File: src/rtl/ex_mem_stage.sv
// EX/MEM pipeline register: captures ALU result and control, owns the N/Z flag
// register, resolves conditional branches and squashes the branch shadow.
module ex_mem_stage #(
  parameter int DATA_W = 16,
  parameter int RD_W   = 4,
  parameter int SHADOW = 1
) (
  input  logic              clk,
  input  logic              rst,
  input  logic              stall,
  input  logic              flush,
  input  logic              ex_valid,
  input  logic [DATA_W-1:0] alu_result,
  input  logic              alu_flag_n,
  input  logic              alu_flag_z,
  input  logic              ex_set_flags,
  input  logic [RD_W-1:0]   ex_rd,
  input  logic              ex_reg_write,
  input  logic              ex_mem_read,
  input  logic              ex_mem_write,
  input  logic [DATA_W-1:0] ex_store_data,
  input  logic [2:0]        ex_br_cond,
  input  logic [DATA_W-1:0] ex_br_target,
  output logic              mem_valid,
  output logic [DATA_W-1:0] mem_alu_result,
  output logic [DATA_W-1:0] mem_store_data,
  output logic [RD_W-1:0]   mem_rd,
  output logic              mem_reg_write,
  output logic              mem_mem_read,
  output logic              mem_mem_write,
  output logic              mem_br_taken,
  output logic [DATA_W-1:0] mem_br_target,
  output logic              flag_n,
  output logic              flag_z,
  output logic [15:0]       retired_count
);

  logic              valid_q, valid_d;
  logic [DATA_W-1:0] alu_q, alu_d;
  logic [DATA_W-1:0] sdata_q, sdata_d;
  logic [RD_W-1:0]   rd_q, rd_d;
  logic              rw_q, rw_d;
  logic              mr_q, mr_d;
  logic              mw_q, mw_d;
  logic              bt_q, bt_d;
  logic [DATA_W-1:0] tgt_q, tgt_d;
  logic              flag_n_q, flag_n_d;
  logic              flag_z_q, flag_z_d;
  logic [15:0]       ret_q, ret_d;
  logic [1:0]        shadow_q, shadow_d;
  logic              cond_true;
  logic              accept;

  // Conditions look at the flag register before this edge's update.
  always_comb begin
    cond_true = 1'b0;
    case (ex_br_cond)
      3'b000: cond_true = 1'b0;
      3'b001: cond_true = 1'b1;
      3'b010: cond_true = flag_z_q;
      3'b011: cond_true = ~flag_z_q;
      3'b100: cond_true = flag_n_q;
      3'b101: cond_true = ~flag_n_q;
      3'b110: cond_true = ~flag_n_q & ~flag_z_q;
      3'b111: cond_true = flag_n_q | flag_z_q;
      default: cond_true = 1'b0;
    endcase
  end

  assign accept = ex_valid & (shadow_q == 2'd0) & ~stall & ~flush;

  always_comb begin
    valid_d  = valid_q;
    alu_d    = alu_q;
    sdata_d  = sdata_q;
    rd_d     = rd_q;
    rw_d     = rw_q;
    mr_d     = mr_q;
    mw_d     = mw_q;
    bt_d     = bt_q;
    tgt_d    = tgt_q;
    flag_n_d = flag_n_q;
    flag_z_d = flag_z_q;
    ret_d    = ret_q;
    shadow_d = shadow_q;
    if (!stall) begin
      // Default to a bubble; accepted slots overwrite every field below.
      valid_d = 1'b0;
      alu_d   = '0;
      sdata_d = '0;
      rd_d    = '0;
      rw_d    = 1'b0;
      mr_d    = 1'b0;
      mw_d    = 1'b0;
      bt_d    = 1'b0;
      tgt_d   = '0;
      if (flush) begin
        shadow_d = 2'd0;
      end else if (accept) begin
        valid_d  = 1'b1;
        alu_d    = alu_result;
        sdata_d  = ex_store_data;
        rd_d     = ex_rd;
        rw_d     = ex_reg_write;
        mr_d     = ex_mem_read;
        mw_d     = ex_mem_write;
        bt_d     = cond_true;
        tgt_d    = ex_br_target;
        ret_d    = ret_q + 16'd1;
        shadow_d = cond_true ? 2'(SHADOW) : 2'd0;
        if (ex_set_flags) begin
          flag_n_d = alu_flag_n;
          flag_z_d = alu_flag_z;
        end
      end else if (ex_valid && shadow_q != 2'd0) begin
        shadow_d = shadow_q - 2'd1;
      end
    end
  end

  always_ff @(posedge clk) begin
    if (rst) begin
      valid_q  <= 1'b0;
      alu_q    <= '0;
      sdata_q  <= '0;
      rd_q     <= '0;
      rw_q     <= 1'b0;
      mr_q     <= 1'b0;
      mw_q     <= 1'b0;
      bt_q     <= 1'b0;
      tgt_q    <= '0;
      flag_n_q <= 1'b0;
      flag_z_q <= 1'b0;
      ret_q    <= '0;
      shadow_q <= 2'd0;
    end else begin
      valid_q  <= valid_d;
      alu_q    <= alu_d;
      sdata_q  <= sdata_d;
      rd_q     <= rd_d;
      rw_q     <= rw_d;
      mr_q     <= mr_d;
      mw_q     <= mw_d;
      bt_q     <= bt_d;
      tgt_q    <= tgt_d;
      flag_n_q <= flag_n_d;
      flag_z_q <= flag_z_d;
      ret_q    <= ret_d;
      shadow_q <= shadow_d;
    end
  end

  assign mem_valid      = valid_q;
  assign mem_alu_result = alu_q;
  assign mem_store_data = sdata_q;
  assign mem_rd         = rd_q;
  assign mem_reg_write  = rw_q & valid_q;
  assign mem_mem_read   = mr_q & valid_q;
  assign mem_mem_write  = mw_q & valid_q;
  assign mem_br_taken   = bt_q;
  assign mem_br_target  = tgt_q;
  assign flag_n         = flag_n_q;
  assign flag_z         = flag_z_q;
  assign retired_count  = ret_q;

endmodule

File: config.mk
export PLATFORM = sky130hd
export DESIGN_NAME = ex_mem_stage
export DESIGN_NICKNAME = d
export VERILOG_FILES = /design/src/rtl/ex_mem_stage.sv
export SDC_FILE = /design/constraint.sdc
export NUM_CORES = 1
export LEC_CHECK = 0
export BUFFER_PORTS_ARGS = -buffer_cell sky130_fd_sc_hd__buf_2
export CORE_MARGIN = 3
export CORE_UTILIZATION = 46
export DETAILED_ROUTE_END_ITERATION = 10
export HOLD_SLACK_MARGIN = 0.02
export PLACE_DENSITY = 0.8
export SETUP_SLACK_MARGIN = 0.1
export SLEW_MARGIN = 20
export SYNTH_ARGS = -nofsm -noshare
export SYNTH_HDL_FRONTEND = slang
export SYNTH_SLANG_ARGS = --single-unit
export TNS_END_PERCENT = 5
File: constraint.sdc
create_clock -name clk -period 2.4 [get_ports clk]
set_input_delay 0.36 -clock clk [delete_from_list [all_inputs] [get_ports clk]]
set_output_delay 0.36 -clock clk [all_outputs]
set_load 0.05 [all_outputs]
==> results of run 1 <==
layer usage:
| layer | vias to the layer above | GRT usage, % | wire [µm] |
|---|---|---|---|
| met4 | 0 | 10.8 | 201 |
| met2 | 90 | 33.0 | 3500 |
| li1 | 1399 | - | - |
| met5 | - | 0 | 0 |
| met3 | 15 | 5.09 | 474 |
| met1 | 1304 | 24.8 | 3120 |
state kept, by name (all words and copies together) (netlist names), 2 cells and up:
| name | cells |
|---|---|
| mem_alu_result | 16 |
| mem_br_target | 16 |
| mem_rd | 4 |
| mem_store_data | 16 |
| retired_count | 16 |
| shadow_q | 2 |
final cells by class:
type	instances	area [µm²]
Timing Repair Buffer	144	743
Fill cell	530	2180
Inverter	6	22.5
Tap cell	75	93.8
Clock buffer	9	124
Clock inverter	5	77.6
Sequential cell	77	1540
Multi-Input combinational cell	211	1250
power by group through the flow:
stage	clock [mW]	combinational, mW	sequential [mW]
finish	1.02	0.284	1.32
detailed placement	0	0.285	1.35
global route	1.10	0.308	1.32
global placement	0	0.280	1.35
floorplan	0	0.0966	1.43
CTS	1.04	0.286	1.32
Yosys cell counts, types with 3 or more instances:
master     n
clkbuf_1  18
buf_2      5
and2_1     4
and3_1     3
xor2_1     5
nand2_1   10
xnor2_1    3
a22oi_1   55
nand3b_1   3
inv_1      6
nand3_1    8
a21oi_1   13
o21ai_0    7
dfxtp_1   77
nand4_1    6
nor2_1    65
or3_1      8
logic make-up (layout without fill, tap and decap cells):
family                     Yosys count  count (layout)  synth area share [%]
xor gates and xnor gates             8               8                  2.41
adders and majority gates            2               2                 0.860
AOI/OAI and AO/OA                   81              81                  19.3
buffers and inverters               30             164                  4.09
and+or+nand+nor                    120             120                  20.4
DFF                                 77              77                  53.0
worst max-delay path, cell delays in order (launching register included):
cell	delay [ns]
dfxtp_1	0.34
inv_1	0.10
ha_1	0.20
and4bb_2	0.43
nand4_2	0.19
or4_1	0.50
a21oi_1	0.15
layout by cell type (no fill, tap or decap), drive strengths merged, types with 2 or more instances in the layout:
cell and instances:
and3 3, nand2 10, bufinv 2, or3 8
o21ai 7, and2 4, o31ai 2, clkbuf 9
nand4 7, inv 6, nand3b 3, nor3 2
xnor2 3, a22oi 55, dfxtp 77, ha 2
and3b 2, nor2 65, nand4bb 2, nand3 8
a21oi 13, xor2 5, buf 144, clkinv 2
final timing paths:
check                           end  slack (ns)
setup / recovery  retired_count[15]        0.42
setup reg to reg  retired_count[15]        0.42
hold / removal    mem_alu_result[1]        0.25
hold reg to reg        mem_br_taken        0.47
==> metrics.txt, run 1 <==
status=completed; H-tree Lvls=3; Seq/Total Area, Yosys=53.0%; core area=6030 µm²; Final setup viols=0; number of global-route vias before repair=2,701; Data arrival, critical path=2.25 ns; Avg Cell Area, Syn=9.14 µm²; clock power share=38.9%; largest net degree at the start of global routing=61; critical path class=reg -> reg; drt via density=5.33; Clock Skew=0.00784 ns; placed insts=513; ys flop type=dfxtp_1; postcts setup bufs=0; DR iter-0 viols=146; setup ws final=0.419 ns; Setup crit start=shadow_q[0]; DP Wirelength=5140 µm; HP Start=alu_result[1]; P&R area growth vs syn=32.4%; post-synthesis cell count=318; critical path capture point type=flop; final core utilization=63.9%; clock root cell=clkbuf_8; Slew Viols, Final=0; I/O pin count=141; RSZ-0062 raised after global routing=false; Layout Cells excl Fill=527; Fmax achieved=505 MHz; slew margin rel.=48.1%; share of synthesized registers carrying an async set or reset=0%; RR Startpoint=shadow_q[0]; yosys warns=0; Worst VDD drop=0.000560 V; row cnt=28; Port Buffers=140; flop and latch count out of synthesis=77; clock period minus worst slack=1.98 ns; post-synthesis cell type count=34; hold-critical path depth=3; ANT nets after route=0; Hold Path Class=in -> reg; P_leak=1.77 nW; part of the power in registers=50.3%; worst reg2reg path depth=6; total power=2.62 mW; startpoint types=flop; hold slack=0.251 ns; Resized cells post-CTS=0; Routability Congestion=0.843; number of flops mapped to enable cells by yosys=0; P_int=1.97 mW; DR pass1 iterations=4; Slew @ Worst Pin=0.779 ns; synthesized area=2910 µm²; layout cell share with drive strength beyond 1=35.6%; Die Ht=85.5 µm; Num CTS Buffers=9; first-pass GRT wire length=12,100 µm; final cycle utilization of the critical path=82.6%; CP required=2.67 ns; GRT Overall Usage=20.3%; total grt overflow=0; initial core utilization=48.3%; worst-path fanout max=11; final hold violation count=0; placed cell area=3650 µm²; switching fraction of total power=25.0%; Routed WL=7290 µm; initial antenna violation count=0; Residual DRC=0; NetSw=655 µW; later-pin clock latency in the skew report=0.33 ns; width of the die=85.5 µm; CTS tree=done; final net count=517; Post-CTS Hold Buffers=0; full die area=7310 µm²; share of the synthesized area in the top cell type=53.0%; Final TNS setup=0 ns; final instance area=3850 µm²; vias=2,808; MaxCap Viol Count=0; Clock Pin Slew Worst Setup and Hold Paths=0.08 ns; Antenna Cells=0; Routed WL per cell=13.8 µm; CTS max path bufs=2; Synth area leader=dfxtp_1; Post-Syn Nets=386; DP Worst Slack=0.430 ns; Power Density=681 nW/µm²; Logic pwr share=10.8%; clock sink total=77; Synth area leaders=dfxtp_1 (53%), a22oi_1 (14%), nor2_1 (8.4%)
No activity file was read; power rests on OpenSTA's default activity.
==> inputs of run 2 (changes only) <==
==> constraint.sdc (replaced) <==
create_clock -name clk -period 1.95 [get_ports clk]
set_input_delay 0.2925 -clock clk [delete_from_list [all_inputs] [get_ports clk]]
set_output_delay 0.2925 -clock clk [all_outputs]
set_load 0.05 [all_outputs]
==> run 2 against run 1 <==
  * Sequential power rose by 23%
  * Clock skew grew 0.0041 ns
  * Die area unchanged
  * Hold slack worse by 0.076 ns
  * First-iteration DRC count down 17%
  * Largest cell class unchanged
  * Sequential share of layout area down 1.7 points
  * Critical path depth is the same
==> metrics.txt, run 2 (synthesis results as in run 1) <==
RSZ-0062 raised after global routing=false; Slew Viols, Final=0; Slew @ Worst Pin=0.613 ns; DR iter-0 viols=121; MaxCap Viol Count=0; CTS max path bufs=2; placed insts=517; Critical Path, Cell by Cell=inv_2 > ha_4 > and4bb_4 > nand4_4 > or4_1 > a21oi_1; DP Worst Slack=0.115 ns; DP Wirelength=5350 µm; clock period minus worst slack=1.74 ns; Power Density=867 nW/µm²; startpoint types=flop; Post-CTS Hold Buffers=0; Final setup viols=0; slew margin rel.=59.1%; DR pass1 iterations=5; layout cell share with drive strength beyond 1=37.4%; Logic pwr share=10.7%; Filler Cells Inserted=520; total grt overflow=0; Layout Cells excl Fill=538; later-pin clock latency in the skew report=0.34 ns; Die Ht=85.5 µm; Routed WL per cell=14.8 µm; Final TNS setup=0 ns; final hold violation count=0; core area=6030 µm²; Routability Congestion=0.793; most frequent cells in the layout=buf_2 (140), dfxtp_1 (77), nor2_1 (65); Num CTS Buffers=9; Routed WL=7950 µm; Clock Skew=0.0119 ns; Hold Path Class=in -> reg; clock sink total=77; clock root cell=clkbuf_8; vias=2,912; critical path class=reg -> reg; row cnt=28; Fmax achieved=576 MHz; clock power share=42.7%; CTS tree=done; full die area=7310 µm²; first-pass GRT wire length=12,200 µm; Data arrival, critical path=2.02 ns; Top delay family on crit path=simple AND/OR/NAND/NOR gates; initial antenna violation count=0; largest net degree at the start of global routing=46; final cycle utilization of the critical path=89.0%; worst-path fanout max=6; Antenna Cells=0; hold slack=0.175 ns; Residual DRC=0; P_int=2.63 mW; P_leak=1.86 nW; Port Buffers=140; most common cell after layout, fill and taps aside=buf_2; drt via density=5.41; width of the die=85.5 µm; part of the power in registers=46.6%; I/O pin count=141; final net count=526; ANT nets after route=0; initial core utilization=48.3%; CP required=2.23 ns; Worst path max stage delay=0.50 ns; GRT Overall Usage=20.6%; Max stage delay cell, worst path=or4_1; number of global-route vias before repair=2,688; status=completed; NetSw=861 µW; Clock Pin Slew Worst Setup and Hold Paths=0.09 ns; P&R area growth vs syn=38.4%; setup ws final=0.214 ns; Bufs and invs on worst path=1; total power=3.49 mW; Worst VDD drop=0.000523 V; H-tree Lvls=3; switching fraction of total power=24.7%; critical path capture point type=flop
==> run 2: per-stage QoR <==
stage	area, µm²	utilization (%)
finish	4020	66.8
global route	4020	66.8
CTS	3930	65.2
detailed placement	3680	61.0
global placement	3680	61.0
floorplan	2910	-
==> run 2: timing repair <==
| action | in CTS | in global routing |
|---|---|---|
| hold endpoints to repair | 0 | 0 |
| cloned | 0 | 2 |
| setup endpoints to repair | 1 | 6 |
| gates resized for setup | 0 | 5 |
| buffers inserted | 0 | 3 |
| pin swaps | 0 | 1 |
==> run 2: worst min-delay path: cells and delay by family <==
kind	cells	cell delay (ns)
and+or+nand+nor	1	0.07
AOI/OAI and AO/OA	1	0.05
buffers and inverters	1	0.07
==> run 2: power by group through the flow <==
stage | Clock, mW | Sequential, mW | Combinational [mW]
detailed placement | 0 | 1.66 | 0.355
global route | 1.56 | 1.63 | 0.403
floorplan | 0 | 1.76 | 0.119
finish | 1.49 | 1.62 | 0.373
global placement | 0 | 1.66 | 0.349
CTS | 1.50 | 1.62 | 0.356
==> run 2: worst paths after layout <==
| kind | start | end | cells past startpoint | slack (ns) |
|---|---|---|---|---|
| worst max-delay path | shadow_q[0] | retired_count[15] | 6 | 0.21 |
| worst min-delay path | alu_result[0] | mem_alu_result[0] | 3 | 0.17 |
| worst max register to register | shadow_q[0] | retired_count[15] | 6 | 0.21 |
| worst min register to register | mem_br_taken | mem_br_taken | 2 | 0.48 |
==> run 2: cell type report <==
type | instances | area, µm² | share of cell area, %
Multi-Input combinational cell | 211 | 1270 | 31.6
Clock inverter | 5 | 106 | 2.64
Inverter | 6 | 22.5 | 0.560
Sequential cell | 77 | 1540 | 38.3
Clock buffer | 11 | 141 | 3.51
Timing Repair Buffer | 153 | 846 | 21.0
Tap cell | 75 | 93.8 | 2.33
==> run 2: routing by layer <==
metal	global-route usage, %	vias to the layer above	wire length (µm)
met5	0	-	0
met4	9.93	0	142
li1	-	1420	-
met2	35.5	98	4060
met3	3.94	13	432
met1	24.6	1381	3320
==> inputs of run 3 (changes only) <==
--- a/config.mk
+++ b/config.mk
@@ -5,12 +5,14 @@
 export SDC_FILE = /design/constraint.sdc
 export NUM_CORES = 1
 export LEC_CHECK = 0
+export ABC_AREA = 1
 export BUFFER_PORTS_ARGS = -buffer_cell sky130_fd_sc_hd__buf_2
+export CAP_MARGIN = 40
 export CORE_MARGIN = 3
-export CORE_UTILIZATION = 46
+export CORE_UTILIZATION = 47
 export DETAILED_ROUTE_END_ITERATION = 10
 export HOLD_SLACK_MARGIN = 0.02
-export PLACE_DENSITY = 0.8
+export PLACE_DENSITY = 0.79
 export SETUP_SLACK_MARGIN = 0.1
 export SLEW_MARGIN = 20
 export SYNTH_ARGS = -nofsm -noshare
==> run 3 against run 2 <==
  * Via count is 9.5% higher
  * Highest routed layer unchanged
  * Global-route usage is 0.85 points lower
  * Worst setup slack better by 0.14 ns
  * Synthesized cell count is 37% higher
  * Clock skew hardly changed
  * Hold slack better by 0.0048 ns
  * Register-to-register slack better by 0.14 ns
  * Routed wire length is 0.20% lower
  * Clock-buffer cell count is 2 lower
==> metrics.txt, run 3 <==
RR Startpoint=shadow_q[0]; Synth area leaders=dfxtp_1 (48%), nand2_1 (18%), a21oi_1 (9.9%); Top delay family on crit path=buffers and inverters; Slew @ Worst Pin=0.571 ns; share of the synthesized area in the top cell type=47.6%; MaxCap Viol Count=0; Resized cells post-CTS=0; clock period minus worst slack=1.59 ns; Avg Cell Area, Syn=7.45 µm²; Fmax achieved=627 MHz; number of flops mapped to enable cells by yosys=0; synth cell count leaders=nand2_1 (153), dfxtp_1 (77), a21oi_1 (64); clock sink total=77; Seq/Total Area, Yosys=47.6%; DR pass1 iterations=4; RSZ-0062 raised after global routing=false; postcts setup bufs=0; ys flop type=dfxtp_1; H-tree Lvls=3; Max stage delay cell, worst path=dfxtp_1; synthesized area=3240 µm²; Slew Viols, Final=0; final net count=636; placed insts=634; Die Ht=89.0 µm; later-pin clock latency in the skew report=0.34 ns; most common cell after layout, fill and taps aside=nand2_1; Hold Path Class=in -> reg; Worst VDD drop=0.000491 V; status=completed; final cycle utilization of the critical path=81.8%; drt via density=4.91; clock root cell=clkbuf_8; ANT nets after route=0; total power=3.18 mW; P&R area growth vs syn=28.3%; Routed WL per cell=12.2 µm; Layout Cells excl Fill=650; Residual DRC=0; initial antenna violation count=0; total grt overflow=0; Clock Skew=0.0114 ns; placed cell area=3960 µm²; row cnt=29; Post-Syn Nets=503; worst reg2reg path depth=9; most frequent cells in the layout=nand2_1 (153), buf_2 (140), dfxtp_1 (77); number of global-route vias before repair=2,974; final instance area=4160 µm²; post-synthesis cell type count=28; DP Worst Slack=0.252 ns; Hold EP=mem_store_data[10]; Routed WL=7930 µm; Synth area leader=dfxtp_1; Power Density=765 nW/µm²; share of synthesized registers carrying an async set or reset=0%; CTS max path bufs=2; DP Wirelength=5890 µm; CP required=2.21 ns; layout cell share with drive strength beyond 1=34.0%; I/O pin count=141; Num CTS Buffers=9; Post-CTS Hold Buffers=0; startpoint types=flop; slew margin rel.=61.9%; Worst R2R Setup Slack=0.36 ns; core area=6530 µm²; Bufs and invs on worst path=4; flop and latch count out of synthesis=77; final core utilization=63.6%; CTS tree=done; setup ws final=0.355 ns; vias=3,189; GRT Overall Usage=19.7%; most frequent cell after synthesis=nand2_1; Data arrival, critical path=1.86 ns; Antenna Cells=0; width of the die=89.0 µm; critical path class=reg -> reg; full die area=7930 µm²; hold-critical path depth=3; final hold violation count=0; critical path capture point type=flop; Routability Congestion=0.837; Clock Pin Slew Worst Setup and Hold Paths=0.08 ns; Final TNS setup=0 ns; Crit path top cell by count=inv_1; first-pass GRT wire length=12,500 µm; yosys warns=0; Final setup viols=0; reg2reg end=retired_count[4]; initial core utilization=49.6%; Worst path max stage delay=0.33 ns; Critical Path, Cell by Cell=inv_1 > ha_1 > inv_1 > nor2_2 > nand2_4 > inv_4 > buf_12 > a21oi_1 > a211oi_1; largest net degree at the start of global routing=60; Port Buffers=140; worst-path fanout max=24; post-synthesis cell count=435; HP Start=ex_store_data[10]; P_leak=1.87 nW; hold slack=0.180 ns; DR iter-0 viols=114
## run 3: worst max path at each step
stage                startpoint                end  slack, ns  cells after the start
3_5_place_dp        shadow_q[0]   retired_count[4]       0.25                      9
5_1_grt             shadow_q[0]   retired_count[4]       0.16                      9
6_report            shadow_q[0]   retired_count[4]       0.36                      9
3_3_place_gp        shadow_q[0]   retired_count[4]       0.34                      9
4_1_cts             shadow_q[0]   retired_count[4]       0.25                      9
2_1_floorplan  retired_count[1]  retired_count[10]       0.28                      8
## run 3: cell families after synthesis
logic type | share of synthesized area [%]
AOI/OAI and AO/OA | 15.0
xor gates and xnor gates | 0.270
adders and majority gates | 0.772
buffers and inverters | 7.95
DFF | 47.6
and+or+nand+nor | 28.5
## run 3: layer usage
layer  wire length [µm]  vias up  global-route usage, %
met5                  0        -                      0
met4                 87        0                   8.25
met3                714        7                   6.82
met2               3820      110                   33.1
met1               3310     1426                   23.0
li1                   -     1646                      -
## run 3: power by group
group          total [mW]  leakage, nW  switching [mW]  internal [mW]
Sequential           1.63        0.623          0.0200           1.61
Combinational       0.366         1.14           0.253          0.114
Clock                1.19        0.104           0.589          0.597
Total                3.18         1.87           0.862           2.32
## run 3: worst register-to-register path: stages, from the launching register on
cell,delay (ns)
dfxtp_1,0.33
inv_1,0.06
ha_1,0.14
inv_1,0.05
nor2_2,0.15
nand2_4,0.16
inv_4,0.20
buf_12,0.20
a21oi_1,0.08
a211oi_1,0.16
## run 3: area by class of cell
| class | instances | area (µm²) |
|---|---|---|
| clock buffers | 9 | 124 |
| clock inverters | 7 | 75.1 |
| fillers | 606 | 2370 |
| inverters | 30 | 115 |
| multi-input cells | 305 | 1440 |
| flip-flops and latches | 77 | 1540 |
| well taps | 77 | 96.3 |
| repair buffers | 145 | 763 |
